<file path="src/rtl/mq_ll_pkg.sv">
// ---------------------------------------------------------------------------
// mq_ll_pkg
// Shared types and constants for the multi-queue linked-list pipe.
//   - *_DEF        : default parameter values of mq_linked_list_pipe
//   - ADDR_W       : node address width  ($clog2(LL_DEPTH))
//   - CNT_W        : occupancy width     ($clog2(LL_DEPTH+1))
//   - QID_W        : queue id width      ($clog2(NUM_QUEUES))
//   - ll_state_e   : INIT (free list build) / RUN
//   - deq_pipe_t   : one in-flight dequeue (valid, queue id, node address)
// Port and pointer widths of the top are taken from here, so a change of
// NUM_QUEUES or LL_DEPTH is made by editing the *_DEF values below.
// ---------------------------------------------------------------------------
package mq_ll_pkg;

  localparam int NUM_QUEUES_DEF = 4;
  localparam int LL_DEPTH_DEF   = 16;
  localparam int DATA_WIDTH_DEF = 4;
  localparam int READ_DELAY_DEF = 3;

  localparam int ADDR_W = $clog2(LL_DEPTH_DEF);
  localparam int CNT_W  = $clog2(LL_DEPTH_DEF + 1);
  localparam int QID_W  = $clog2(NUM_QUEUES_DEF);

  typedef enum logic {
    INIT = 1'b0,
    RUN  = 1'b1
  } ll_state_e;

  typedef struct packed {
    logic              vld;
    logic [QID_W-1:0]  qid;
    logic [ADDR_W-1:0] addr;
  } deq_pipe_t;

endpackage

</file>
<file path="src/rtl/ll_delay_ram.sv">
// ---------------------------------------------------------------------------
// ll_delay_ram
// Simple dual-port storage array (1 write, 1 read) with a DELAY-stage
// registered read path. Used once for the payload array and once for the
// next-pointer array of the linked list.
// Ports:
//   clk    : clock
//   we     : write enable
//   waddr  : write address
//   wdata  : write data
//   raddr  : read address, sampled every cycle
//   rdata  : mem[raddr] as sampled DELAY cycles earlier
// A read and a write to the same address in one cycle return the old data.
// ---------------------------------------------------------------------------
module ll_delay_ram #(
  parameter int DEPTH = 16,
  parameter int WIDTH = 4,
  parameter int DELAY = 3
) (
  input  logic                     clk,
  input  logic                     we,
  input  logic [$clog2(DEPTH)-1:0] waddr,
  input  logic [WIDTH-1:0]         wdata,
  input  logic [$clog2(DEPTH)-1:0] raddr,
  output logic [WIDTH-1:0]         rdata
);

  logic [WIDTH-1:0] mem [DEPTH];
  logic [WIDTH-1:0] rd_pipe_q [DELAY];

  // First stage is the RAM output register itself.
  always_ff @(posedge clk) begin
    if (we) begin
      mem[waddr] <= wdata;
    end
    rd_pipe_q[0] <= mem[raddr];
  end

  for (genvar gi = 1; gi < DELAY; gi++) begin : g_stage
    always_ff @(posedge clk) begin
      rd_pipe_q[gi] <= rd_pipe_q[gi-1];
    end
  end

  assign rdata = rd_pipe_q[DELAY-1];

endmodule

</file>
<file path="src/rtl/mq_linked_list_pipe.sv">
// ---------------------------------------------------------------------------
// mq_linked_list_pipe
// NUM_QUEUES FIFOs sharing one LL_DEPTH-node payload / next-pointer store.
// After reset a free list of all node addresses is built (one per cycle),
// then enqueue allocates a free node and links it at the queue tail, and
// dequeue reads the head node; the payload leaves READ_DELAY+1 cycles after
// acceptance and the node returns to the free list in that same cycle.
// Ports:
//   clk, reset_n         : clock, asynchronous active-low reset
//   init_done            : free list built, block operational
//   enq_vld_in/rdy_out   : enqueue handshake, enq_id_in / enq_data_in
//   deq_vld_in           : dequeue request for queue deq_id_in
//   deq_rdy_out[q]       : queue q may be dequeued this cycle
//   deq_vld_out/id/data  : dequeued payload (one-cycle pulse)
//   queue_cnt_out        : per-queue occupancy, CNT_W bits per queue
//   global_cnt_out       : nodes held, including nodes awaiting release
// Optional (macro MQ_LL_ERR_EN):
//   enq_ovf_err_out      : sticky, enqueue requested while not ready
//   deq_udf_err_out      : sticky, dequeue requested from an empty queue
// ---------------------------------------------------------------------------
module mq_linked_list_pipe
  import mq_ll_pkg::*;
#(
  parameter int NUM_QUEUES = NUM_QUEUES_DEF,
  parameter int LL_DEPTH   = LL_DEPTH_DEF,
  parameter int DATA_WIDTH = DATA_WIDTH_DEF,
  parameter int READ_DELAY = READ_DELAY_DEF
) (
  input  logic                        clk,
  input  logic                        reset_n,
  output logic                        init_done,
  input  logic                        enq_vld_in,
  output logic                        enq_rdy_out,
  input  logic [QID_W-1:0]            enq_id_in,
  input  logic [DATA_WIDTH-1:0]       enq_data_in,
  input  logic                        deq_vld_in,
  output logic [NUM_QUEUES-1:0]       deq_rdy_out,
  input  logic [QID_W-1:0]            deq_id_in,
  output logic                        deq_vld_out,
  output logic [QID_W-1:0]            deq_id_out,
  output logic [DATA_WIDTH-1:0]       deq_data_out,
`ifdef MQ_LL_ERR_EN
  output logic                        enq_ovf_err_out,
  output logic                        deq_udf_err_out,
`endif
  output logic [NUM_QUEUES*CNT_W-1:0] queue_cnt_out,
  output logic [CNT_W-1:0]            global_cnt_out
);

  ll_state_e          state_q, state_d;
  logic [ADDR_W-1:0]  init_cnt_q, init_cnt_d;
  logic               init_done_q, init_done_d;

  // Free list: circular FIFO of node addresses. Small, so it is read
  // combinationally to hand out an address in the accepting cycle.
  logic [ADDR_W-1:0]  fl_mem [LL_DEPTH];
  logic [ADDR_W-1:0]  fl_rd_ptr_q, fl_rd_ptr_d;
  logic [ADDR_W-1:0]  fl_wr_ptr_q, fl_wr_ptr_d;
  logic               fl_we;
  logic [ADDR_W-1:0]  fl_waddr, fl_wdata;

  logic [ADDR_W-1:0]  head_q [NUM_QUEUES];
  logic [ADDR_W-1:0]  head_d [NUM_QUEUES];
  logic [ADDR_W-1:0]  tail_q [NUM_QUEUES];
  logic [ADDR_W-1:0]  tail_d [NUM_QUEUES];
  logic [CNT_W-1:0]   cnt_q  [NUM_QUEUES];
  logic [CNT_W-1:0]   cnt_d  [NUM_QUEUES];
  logic [CNT_W-1:0]   gcnt_q, gcnt_d;

  // In-flight dequeues, aligned with the storage read latency. upd marks
  // entries whose next-pointer result must become the new queue head; it is
  // clear when the queue ran empty or a same-cycle enqueue already set head.
  deq_pipe_t               pipe_q [READ_DELAY];
  deq_pipe_t               pipe_d [READ_DELAY];
  logic [READ_DELAY-1:0]   upd_q, upd_d;
  deq_pipe_t               out_q, out_d;
  logic [DATA_WIDTH-1:0]   out_data_q, out_data_d;

  logic [NUM_QUEUES-1:0]   inflight, deq_rdy;
  logic                    enq_rdy, enq_acc, deq_acc;
  logic [ADDR_W-1:0]       alloc_addr, deq_head;
  logic [DATA_WIDTH-1:0]   ram_data_rd;
  logic [ADDR_W-1:0]       ram_next_rd;
  logic                    next_we;

  assign alloc_addr = fl_mem[fl_rd_ptr_q];
  assign deq_head   = head_q[deq_id_in];

  // Full check uses the registered count only; a node released this cycle
  // becomes usable one cycle later.
  assign enq_rdy = init_done_q && (gcnt_q < CNT_W'(LL_DEPTH));
  assign enq_acc = enq_vld_in && enq_rdy;
  assign deq_acc = deq_vld_in && (int'(deq_id_in) < NUM_QUEUES) && deq_rdy[deq_id_in];

  always_comb begin
    inflight = '0;
    for (int q = 0; q < NUM_QUEUES; q++) begin
      for (int s = 0; s < READ_DELAY; s++) begin
        if (pipe_q[s].vld && (pipe_q[s].qid == QID_W'(q))) begin
          inflight[q] = 1'b1;
        end
      end
    end
  end

  for (genvar gi = 0; gi < NUM_QUEUES; gi++) begin : g_queue
    assign deq_rdy[gi] = init_done_q && (cnt_q[gi] != '0) && !inflight[gi];
    assign queue_cnt_out[gi*CNT_W +: CNT_W] = cnt_q[gi];
  end

  // Control: init sequencing, free list, head/tail/count bookkeeping.
  always_comb begin
    state_d     = state_q;
    init_cnt_d  = init_cnt_q;
    init_done_d = init_done_q;
    fl_rd_ptr_d = fl_rd_ptr_q;
    fl_wr_ptr_d = fl_wr_ptr_q;
    fl_we       = 1'b0;
    fl_waddr    = init_cnt_q;
    fl_wdata    = init_cnt_q;
    head_d      = head_q;
    tail_d      = tail_q;
    cnt_d       = cnt_q;
    next_we     = 1'b0;

    case (state_q)
      INIT: begin
        fl_we      = 1'b1;
        init_cnt_d = init_cnt_q + 1'b1;
        if (init_cnt_q == ADDR_W'(LL_DEPTH - 1)) begin
          state_d     = RUN;
          init_done_d = 1'b1;
        end
      end
      RUN: begin
        if (out_q.vld) begin
          fl_we       = 1'b1;
          fl_waddr    = fl_wr_ptr_q;
          fl_wdata    = out_q.addr;
          fl_wr_ptr_d = fl_wr_ptr_q + 1'b1;
        end
      end
      default: state_d = INIT;
    endcase

    if (enq_acc) begin
      fl_rd_ptr_d = fl_rd_ptr_q + 1'b1;
      // A queue draining its last node in this same cycle is treated as empty.
      if ((cnt_q[enq_id_in] == '0) ||
          (deq_acc && (deq_id_in == enq_id_in) && (cnt_q[enq_id_in] == CNT_W'(1)))) begin
        head_d[enq_id_in] = alloc_addr;
      end else begin
        next_we = 1'b1;
      end
      tail_d[enq_id_in] = alloc_addr;
    end

    if (pipe_q[READ_DELAY-1].vld && upd_q[READ_DELAY-1]) begin
      head_d[pipe_q[READ_DELAY-1].qid] = ram_next_rd;
    end

    for (int q = 0; q < NUM_QUEUES; q++) begin
      cnt_d[q] = cnt_q[q]
               + CNT_W'(enq_acc && (enq_id_in == QID_W'(q)))
               - CNT_W'(deq_acc && (deq_id_in == QID_W'(q)));
    end
  end

  assign gcnt_d = gcnt_q + CNT_W'(enq_acc) - CNT_W'(out_q.vld);

  // Dequeue pipeline.
  always_comb begin
    pipe_d[0].vld  = deq_acc;
    pipe_d[0].qid  = deq_acc ? deq_id_in : '0;
    pipe_d[0].addr = deq_acc ? deq_head : '0;
    upd_d          = '0;
    upd_d[0]       = deq_acc && (cnt_q[deq_id_in] > CNT_W'(1));
    for (int s = 1; s < READ_DELAY; s++) begin
      pipe_d[s] = pipe_q[s-1];
      upd_d[s]  = upd_q[s-1];
    end
    out_d      = pipe_q[READ_DELAY-1];
    out_data_d = pipe_q[READ_DELAY-1].vld ? ram_data_rd : '0;
  end

  always_ff @(posedge clk or negedge reset_n) begin
    if (!reset_n) begin
      state_q     <= INIT;
      init_cnt_q  <= '0;
      init_done_q <= 1'b0;
      fl_rd_ptr_q <= '0;
      fl_wr_ptr_q <= '0;
      gcnt_q      <= '0;
      upd_q       <= '0;
      out_q       <= '0;
      out_data_q  <= '0;
      for (int q = 0; q < NUM_QUEUES; q++) begin
        head_q[q] <= '0;
        tail_q[q] <= '0;
        cnt_q[q]  <= '0;
      end
      for (int s = 0; s < READ_DELAY; s++) begin
        pipe_q[s] <= '0;
      end
    end else begin
      state_q     <= state_d;
      init_cnt_q  <= init_cnt_d;
      init_done_q <= init_done_d;
      fl_rd_ptr_q <= fl_rd_ptr_d;
      fl_wr_ptr_q <= fl_wr_ptr_d;
      gcnt_q      <= gcnt_d;
      upd_q       <= upd_d;
      out_q       <= out_d;
      out_data_q  <= out_data_d;
      head_q      <= head_d;
      tail_q      <= tail_d;
      cnt_q       <= cnt_d;
      pipe_q      <= pipe_d;
    end
  end

  always_ff @(posedge clk) begin
    if (fl_we) begin
      fl_mem[fl_waddr] <= fl_wdata;
    end
  end

  ll_delay_ram #(
    .DEPTH (LL_DEPTH),
    .WIDTH (DATA_WIDTH),
    .DELAY (READ_DELAY)
  ) u_data_ram (
    .clk   (clk),
    .we    (enq_acc),
    .waddr (alloc_addr),
    .wdata (enq_data_in),
    .raddr (deq_head),
    .rdata (ram_data_rd)
  );

  ll_delay_ram #(
    .DEPTH (LL_DEPTH),
    .WIDTH (ADDR_W),
    .DELAY (READ_DELAY)
  ) u_next_ram (
    .clk   (clk),
    .we    (next_we),
    .waddr (tail_q[enq_id_in]),
    .wdata (alloc_addr),
    .raddr (deq_head),
    .rdata (ram_next_rd)
  );

`ifdef MQ_LL_ERR_EN
  logic enq_ovf_q, enq_ovf_d;
  logic deq_udf_q, deq_udf_d;

  assign enq_ovf_d = enq_ovf_q || (enq_vld_in && !enq_rdy && init_done_q);
  assign deq_udf_d = deq_udf_q ||
                     (deq_vld_in && !deq_rdy[deq_id_in] && init_done_q &&
                      (cnt_q[deq_id_in] == '0));

  always_ff @(posedge clk or negedge reset_n) begin
    if (!reset_n) begin
      enq_ovf_q <= 1'b0;
      deq_udf_q <= 1'b0;
    end else begin
      enq_ovf_q <= enq_ovf_d;
      deq_udf_q <= deq_udf_d;
    end
  end

  assign enq_ovf_err_out = enq_ovf_q;
  assign deq_udf_err_out = deq_udf_q;
`endif

  assign init_done      = init_done_q;
  assign enq_rdy_out    = enq_rdy;
  assign deq_rdy_out    = deq_rdy;
  assign deq_vld_out    = out_q.vld;
  assign deq_id_out     = out_q.qid;
  assign deq_data_out   = out_data_q;
  assign global_cnt_out = gcnt_q;

endmodule

</file>
<file path="config.mk">
export PLATFORM = sky130hd
export DESIGN_NAME = mq_linked_list_pipe
export DESIGN_NICKNAME = d
export VERILOG_FILES = /design/src/rtl/mq_ll_pkg.sv /design/src/rtl/ll_delay_ram.sv /design/src/rtl/mq_linked_list_pipe.sv
export SDC_FILE = /design/constraint.sdc
export NUM_CORES = 1
export LEC_CHECK = 0
export CORE_AREA = 2 2 178 180
export DETAILED_ROUTE_END_ITERATION = 8
export DIE_AREA = 0 0 180 182
export PLACE_DENSITY = 0.67
export SYNTH_ARGS = -nofsm -noshare
export SYNTH_HDL_FRONTEND = slang
export SYNTH_SLANG_ARGS = --single-unit
export TNS_END_PERCENT = 50
</file>
<file path="constraint.sdc">
create_clock -name clk -period 6.8 [get_ports clk]
set_input_delay 1.7 -clock clk [delete_from_list [all_inputs] [get_ports clk]]
set_output_delay 1.7 -clock clk [all_outputs]
set_load 0.01 [all_outputs]
</file>
Word-level counts from Yosys, hierarchy flattened. Memory sizes are Yosys's and may differ from the RTL's. Cells that the tools add are included. Widths: inputs -> output; s select.

Register bits after elaboration: 106. Output and inout bits: 38. Memories kept: 5. RAM bits: 216.

Memories: fl_mem (words 16, bits a word 4, rd ports 1, clocked after memory_dff 0, wr ports 1, line mq_linked_list_pipe.sv:56) `logic [ADDR_W-1:0] fl_mem [LL_DEPTH];`; u_data_ram.mem (words 16, bits a word 4, rd ports 1, clocked after memory_dff 0, wr ports 1, line ll_delay_ram.sv:28) `logic [WIDTH-1:0] mem [DEPTH];`; u_next_ram.mem (words 16, bits a word 4, rd ports 1, clocked after memory_dff 0, wr ports 1, line ll_delay_ram.sv:28); u_data_ram.rd_pipe_q (words 3, bits a word 4, rd ports 3, clocked after memory_dff 0, wr ports 3, line ll_delay_ram.sv:29) `logic [WIDTH-1:0] rd_pipe_q [DELAY];`; u_next_ram.rd_pipe_q (words 3, bits a word 4, rd ports 3, clocked after memory_dff 0, wr ports 3, line ll_delay_ram.sv:29).

Add/subtract/negate cells: 13. $lt $le $gt $ge: 8. Reduce and logical (&&, ||, !) cells: 54. Eq/ne operators: 18. Bitwise gates (word level): 4. Muxes and demuxes: 55.

Operators by type and width (number): $bwmux 16 (3); $mux 16 (3); $mux 4 (12); $logic_and 1x1->1 (37); $add 5x1->5 (5); $sub 5x1->5 (5); $mux 1 (24); $bmux 5 s2 (2); $eq 2x2->1 const B (10); $mux 5 (4); $reduce_bool 5->1 (4); $bmux 4 s2 (2); $demux 4 s2 (2); $add 4x1->4 const B (3); $eq 2x1->1 const B (5); $logic_not 2->1 (5); $ge 3x3->1 const B (3); $not 2->3 (3); $lt 3x1->1 const B (2); $eq 5x1->1 const B (1); $gt 5x1->1 const B (1); $logic_not 5->1 (1); $lt 5x5->1 const B (1); $eq 4x4->1 const B (1); 9 further kinds (13).

Longest topological paths before layout. Gate-level depths: netlist (run 1).

Depth in word-level cells: 17. Mapped depth: 16.

Hierarchy. A second synthesis (run 1) with hierarchy kept.

Cell total of the unflattened synthesis: 865. Area, all modules: 13558.0 µm².

By module, submodules not included: mq_linked_list_pipe (cells each 581, sequential area each 4574.4 µm², times used 1, area each 7845.0 µm²); ll_delay_ram (cells each 142, sequential area each 2162.1 µm², times used 2, area each 2856.5 µm²).

Least setup slack after synthesis (run 1). No wires, ideal clock.

Kind: input to register. From: in deq_id_in[0]. To: reg cnt_q (netlist bit queue_cnt_out[14]). Arrival time: 3.903 ns. Library setup time: 0.125 ns. Setup slack: 2.772 ns. Stages on the path: 14. Buffers on the path: 1. Cell sequence: buf_4 nand3b_1 or4b_2 inv_1 ha_1 inv_1 ha_1 inv_1 fa_1 inv_1 a21oi_1 nor2_1 nor2_1 xnor2_1.

RTL lines: start: declaration (line mq_linked_list_pipe.sv:38) `input logic [QID_W-1:0] deq_id_in,`; end signal: assignment (line mq_linked_list_pipe.sv:217) `cnt_q <= cnt_d;`; end: declaration (line mq_linked_list_pipe.sv:66) `logic [CNT_W-1:0] cnt_q [NUM_QUEUES];`.

==> impl_metrics.yaml, run 1 <==
final_layout:
  areaGrowthSynthToFinish_pct: 14.2
  fillers: 2591
  multi_input_area_mm2: 0.00408
  mostFrequentLayoutCell: "edfxtp_1"
  instances_no_fill: 1333
  most-common-layout-cells: "edfxtp_1 (192), dfrtp_1 (106), mux4_2 (63)"
  drive_gt1_share_pct: 15.8
  final_nets: 954
  regArea_mm2: 0.00890
die:
  rows: 65
  io_pins: 50
  die_height_um: 182
  die_w_um: 180
  initial_core_util_pct: 43.1
  die_area_mm2: 0.0328
  core-area_mm2: 0.0310
synthesis:
  ys_warn_count: 0
  yosysSeqAreaShare_pct: 66.6
  synth_fa_ha_area_share_pct: 3.75
  synth_edf_count: 192
  yosys.area_share.simple_pct: 7.64
  syn_area_mm2: 0.0134
  avgSynthCellArea_um2: 15.7
  synth_top_family_by_area: "multiplexers"
  synthXorXnorAreaFrac_pct: 2.03
  synth.net_count: 899
  syn_inst: 850
  synth_compound_area_share_pct: 3.94
  synth.distinct_cells: 50
  ys_ff_latch: 322
  synthMuxAreaShare_pct: 13.2
  synthArstFlopShare_pct: 32.9
  synth_flop_cell: "edfxtp_1"
power:
  intPower_w: 0.00467
  sw_frac_of_total_pct: 31.6
  clockPowerShare_pct: 25.9
  comb_power_share_pct: 31.2
  p_per_area_mw_per_mm2: 447
  p_leak_nw: 5.68
  p_seq_share_pct: 42.9
  vdd_drop_max_uv: 223
  p_sw_w: 0.00215
setup_path:
  path_max_fanout: 10
  worstSetupPathType: "in -> reg"
  cp.required_ns: 7.19
  cp.arrival_ns: 4.94
  start_kind: "primary input"
  cp-end-kind: "register"
placement:
  dp_hpwl_um: 16800
  io_buffer_count: 49
  dp_cells: 1271
  gp_congestion: 0.775
route:
  wirelength_um: 25800
  avgRoutedWirePerCell_um: 19.3
  drtIter0Drc: 620
  ant_nets: 0
  drc_errors: 0
  via_count: 7063
  dr.pass1.iters: 4
  vias_per_cell: 5.30
clocking:
  cts_tree: "built"
  numCtsBuffers: 34
  insertion_delay_ns: 0.50
  clk_pin_slew_ns: 0.06
  htreeDepth: 2
  clock_tree.buffer_depth: 3
  clock_sinks: 322
  cts_setup_buffers: 0
  root_buffer: "clkbuf_16"
  cts_resized: 0
  postCtsHoldBufs: 0
global_route:
  track_usage_pct: 16.0
  antenna_found_initial: 1
  grt_pass1_vias: 7344
  grt_start_max_net_pins: 60
  overflow: 0
  grt_pass1_wl_um: 41300
sta:
  slew_headroom_pct: 20.4
  worst_slew_pin_slew_ns: 1.19
  rsz0062_at_grt: "false"
  timing.hold.ws_ns: 0.326
  setup_violations: 0
  finalSetupTns_ns: 0
  slew_viol_final: 0
  post-route-min-period_ns: 4.55
  finalHoldViolCount: 0
  min_period_over_period_pct: 66.9
  timing.fmax_mhz: 220
  clock_skew_ns: 0.0183
outcome:
  outcome: "complete, no violations"
flow_run:
  maxCapViolations: 0
hold_path:
  min_path_type: "reg -> reg"
[area by class of cell]
cell class                      count  share of cell area [%]
Clock buffer                       49                    6.41
Tap cell                          402                    3.30
Timing Repair Buffer               53                    3.40
Clock inverter                     12                   0.558
Multi-Input combinational cell    442                    26.7
Sequential cell                   322                    58.3
Inverter                           52                    1.28
Antenna cell                        1                  0.0164
[synthesized netlist by cell type (2+ instances only)]
master | n | area, µm²
a21o_1 | 10 | 75.1
a21oi_1 | 10 | 50.1
a31oi_1 | 9 | 56.3
a32o_1 | 4 | 40.0
a32oi_1 | 13 | 114
and2_1 | 13 | 81.3
buf_1 | 4 | 15.0
buf_2 | 13 | 65.1
buf_4 | 7 | 52.6
buf_6 | 2 | 22.5
clkbuf_1 | 8 | 30.0
dfrtp_1 | 106 | 2650
dfxtp_1 | 24 | 480
edfxtp_1 | 192 | 5770
fa_1 | 5 | 100
ha_1 | 32 | 400
inv_1 | 51 | 191
mux2_2 | 23 | 259
mux2i_1 | 8 | 80.1
mux4_2 | 63 | 1420
nand2_1 | 57 | 214
nand2b_1 | 5 | 31.3
nand3_1 | 7 | 35.0
nand3b_1 | 6 | 45.0
nand4_1 | 4 | 25.0
nor2_1 | 50 | 188
nor2b_1 | 9 | 56.3
nor3_1 | 22 | 110
nor3b_1 | 11 | 82.6
nor4b_1 | 2 | 17.5
o21ai_0 | 23 | 115
o221ai_1 | 2 | 17.5
o41ai_1 | 2 | 17.5
or3_1 | 4 | 25.0
or4_1 | 5 | 37.5
xnor2_1 | 25 | 219
xor2_1 | 6 | 52.6
[registers in the layout (all words and copies together), names as in the netlist]
register              flops
fl_mem                   64
u_data_ram.mem           64
u_next_ram.mem           64
queue_cnt_out            20
head_q                   16
tail_q                   16
pipe_d                   14
u_data_ram.rd_pipe_q     12
u_next_ram.rd_pipe_q     12
out_d                     7
global_cnt_out            5
deq_data_out              4
fl_rd_ptr_q               4
fl_wr_ptr_q               4
init_cnt_q                4
out_q                     4
upd_q                     3
deq_id_out                2
deq_vld_out               1
init_done                 1
state_q                   1
[through the flow]
stage	util (%)	power, W	area (µm²)	setup WS, ns
final	49.2	0.00682	15300	2.25
after global routing	49.2	0.00722	15300	1.90
after CTS	49.2	0.00691	15300	2.21
after detailed placement	45.8	0.00512	14200	1.68
after global placement	45.8	0.00508	14200	1.86
after floorplan	-	0.00441	13400	2.77
[kinds of logic (layout without fill, tap and decap cells)]
group	after synthesis	count (layout)
AND/OR/NAND/NOR	203	203
flip-flops	322	322
multiplexers	94	94
buffers and inverters	86	166
adder cells (fa/ha/maj)	37	37
XOR/XNOR	31	31
AO/OA/AOI/OAI	77	77
other	0	1
[path summary, 6_finish.rpt]
kind | startpoint | end | slack [ns] | cells past startpoint
setup / recovery | enq_vld_in | queue_cnt_out[4] | 2.25 | 15
hold / removal | u_data_ram.rd_pipe_q[0][4] | u_data_ram.rd_pipe_q[0][8] | 0.33 | 0
setup reg to reg | init_done | queue_cnt_out[4] | 3.10 | 15
hold reg to reg | u_data_ram.rd_pipe_q[0][4] | u_data_ram.rd_pipe_q[0][8] | 0.33 | 0
max in group asynchronous | reset_n | pipe_d[5] | 4.35 | 2
min in group asynchronous | reset_n | deq_data_out[3] | 1.22 | 1
[metal layers]
metal	GRT usage [%]	vias up	wire (µm)
met2	26.4	169	12600
met1	21.7	3567	11300
met3	3.19	42	1350
met5	0	-	0
li1	-	3285	-
met4	4.42	0	493
[power groups by stage]
stage	registers, W	logic [W]	clock network [W]
finish	0.00293	0.00213	0.00176
global route	0.00298	0.00236	0.00188
CTS	0.00294	0.00217	0.00180
detailed placement	0.00297	0.00216	0
global placement	0.00296	0.00212	0
floorplan	0.00288	0.00153	0
[worst max-delay path, stage by stage]
cell             delay, ns
clkdlybuf4s50_1       0.44
and2_1                0.43
inv_2                 0.21
nor3_1                0.50
inv_1                 0.29
ha_1                  0.34
inv_1                 0.06
ha_1                  0.15
inv_1                 0.05
fa_1                  0.39
inv_1                 0.07
a21oi_1               0.05
nor2_1                0.08
nor2_1                0.05
xnor2_1               0.11
Note: power is estimated with default switching activity, not from simulation.
==> run 2, diff against run 1 <==
--- a/config.mk
+++ b/config.mk
@@ -8,7 +8,7 @@
 export CORE_AREA = 2 2 178 180
 export DETAILED_ROUTE_END_ITERATION = 8
 export DIE_AREA = 0 0 180 182
-export PLACE_DENSITY = 0.67
+export PLACE_DENSITY = 0.69
 export SYNTH_ARGS = -nofsm -noshare
 export SYNTH_HDL_FRONTEND = slang
 export SYNTH_SLANG_ARGS = --single-unit
==> constraint.sdc (replaced) <==
create_clock -name clk -period 4.05 [get_ports clk]
set_input_delay 1.0125 -clock clk [delete_from_list [all_inputs] [get_ports clk]]
set_output_delay 1.0125 -clock clk [all_outputs]
set_load 0.01 [all_outputs]
==> run 2 against run 1 <==
  * Worst hold slack about the same
  * First-iteration DRC count fell by 23%
  * Final cell count increased by 2.3%
  * Clock power is 77% higher
==> impl_metrics.yaml, run 2 (synthesized netlist as in run 1, its figures left out) <==
clocking:
  insertion_delay_ns: 0.51
  root_buffer: "clkbuf_16"
  clk_pin_slew_ns: 0.06
  clock_sinks: 322
  clock_tree.buffer_depth: 3
  cts_tree: "built"
  numCtsBuffers: 34
  postCtsHoldBufs: 0
  cts_setup_buffers: 0
  htreeDepth: 2
  cts_resized: 0
setup_path:
  critPathLaunch: "queue_cnt_out[18]"
  reg2regPathDepth: 5
  worstSetupPathType: "reg -> out"
  path_max_fanout: 4
  r2r_start: "fl_rd_ptr_q[0]"
  cp-end-kind: "output port"
  cp.required_ns: 3.04
  start_kind: "register"
  rrSetupSlack_ns: 0.74
  r2r_end: "u_data_ram.mem[8][3]"
  cp.arrival_ns: 2.50
  setup.worst_path.end: "deq_rdy_out[3]"
route:
  avgRoutedWirePerCell_um: 19.1
  drc_errors: 0
  wirelength_um: 26100
  via_count: 7283
  dr.pass1.iters: 5
  ant_nets: 0
  drtIter0Drc: 479
  vias_per_cell: 5.34
placement:
  gp_congestion: 0.824
  io_buffer_count: 49
  post_dp_cell_area_mm2: 0.0144
  dp_hpwl_um: 17000
  dp_cells: 1302
sta:
  slew_viol_final: 0
  finalHoldViolCount: 0
  rsz0062_at_grt: "false"
  setup_violations: 0
  post-route-min-period_ns: 3.51
  min_period_over_period_pct: 86.6
  timing.fmax_mhz: 285
  clock_skew_ns: 0.0207
  finalSetupTns_ns: 0
  slew_headroom_pct: 23.3
  worst_slew_pin_slew_ns: 1.14
final_layout:
  instances_no_fill: 1364
  fin_area_mm2: 0.0156
  final_nets: 985
  areaGrowthSynthToFinish_pct: 16.6
  fillers: 2560
  mostFrequentLayoutCell: "edfxtp_1"
  reg_top3: "fl_mem: 64 flops, u_data_ram.mem: 64 flops, u_next_ram.mem: 64 flops"
  drive_gt1_share_pct: 18.6
  regArea_mm2: 0.00890
  most-common-layout-cells: "edfxtp_1 (192), dfrtp_1 (106), mux4_2 (63)"
  multi_input_area_mm2: 0.00408
outcome:
  outcome: "complete, no violations"
global_route:
  grt_pass1_vias: 7540
  grt_pass1_wl_um: 42500
  overflow: 0
  antenna_found_initial: 1
  grt_start_max_net_pins: 63
  track_usage_pct: 16.5
die:
  die_area_mm2: 0.0328
  io_pins: 50
  rows: 65
  die_w_um: 180
  initial_core_util_pct: 43.1
  die_height_um: 182
  core-area_mm2: 0.0310
power:
  p_per_area_mw_per_mm2: 753
  p_leak_nw: 5.86
  vdd_drop_max_uv: 417
hold_path:
  hold-path-cell-count: 0
  min_path_type: "reg -> reg"
flow_run:
  maxCapViolations: 0
==> run 2: final cells by class <==
type                            instances  share of cell area (%)
Multi-Input combinational cell        442                    26.2
Clock buffer                           41                    5.77
Tap cell                              402                    3.23
Clock inverter                         20                    1.41
Sequential cell                       322                    57.2
Inverter                               52                    1.25
Timing Repair Buffer                   84                    4.98
Antenna cell                            1                  0.0161
==> run 2: worst min path at each step <==
stage	from	to
final	u_data_ram.rd_pipe_q[0][4]	u_data_ram.rd_pipe_q[0][8]
after global routing	u_data_ram.rd_pipe_q[0][1]	u_data_ram.rd_pipe_q[0][5]
after CTS	u_data_ram.rd_pipe_q[0][0]	u_data_ram.rd_pipe_q[0][4]
after detailed placement	u_data_ram.rd_pipe_q[0][0]	u_data_ram.rd_pipe_q[0][4]
after global placement	u_data_ram.rd_pipe_q[0][1]	u_data_ram.rd_pipe_q[0][5]
after floorplan	u_data_ram.rd_pipe_q[0][6]	u_data_ram.rd_pipe_q[0][10]
==> run 2: through the flow <==
stage	worst slack [ns]	utilization (%)	hold slack [ns]	power (W)
6_report	0.542	50.2	0.325	0.0117
5_1_grt	0.418	50.2	0.331	0.0124
4_1_cts	0.501	50.2	0.326	0.0119
3_5_place_dp	0.256	46.6	0.312	0.00870
3_3_place_gp	0.325	46.6	0.311	0.00861
2_1_floorplan	0.709	-	0.310	0.00740
==> run 2: per-layer routing <==
metal / share of wire (%) / GRT usage [%] / vias up / wire (µm)
li1: - / - / 3343 / -
met1: 44 / 22.1 / 3682 / 11400
met2: 49 / 27.3 / 212 / 12700
met3: 5.8 / 3.39 / 46 / 1510
met4: 2.0 / 4.65 / 0 / 532
met5: 0 / 0 / - / 0
==> run 2: critical path, cell delays in order (launching register included) <==
cell             delay, ns
dfrtp_1               0.42
inv_1                 0.10
ha_1                  0.15
nor4b_1               0.52
a31oi_1               0.13
nand3_1               0.15
inv_1                 0.06
clkdlybuf4s50_1       0.47
==> run 2: power breakdown <==
| part | switching, W | total, W | internal, W |
|---|---|---|---|
| Combinational | 0.00196 | 0.00370 | 0.00174 |
| Sequential | 0.000486 | 0.00491 | 0.00442 |
| Clock | 0.00126 | 0.00312 | 0.00185 |
| Total | 0.00371 | 0.0117 | 0.00801 |
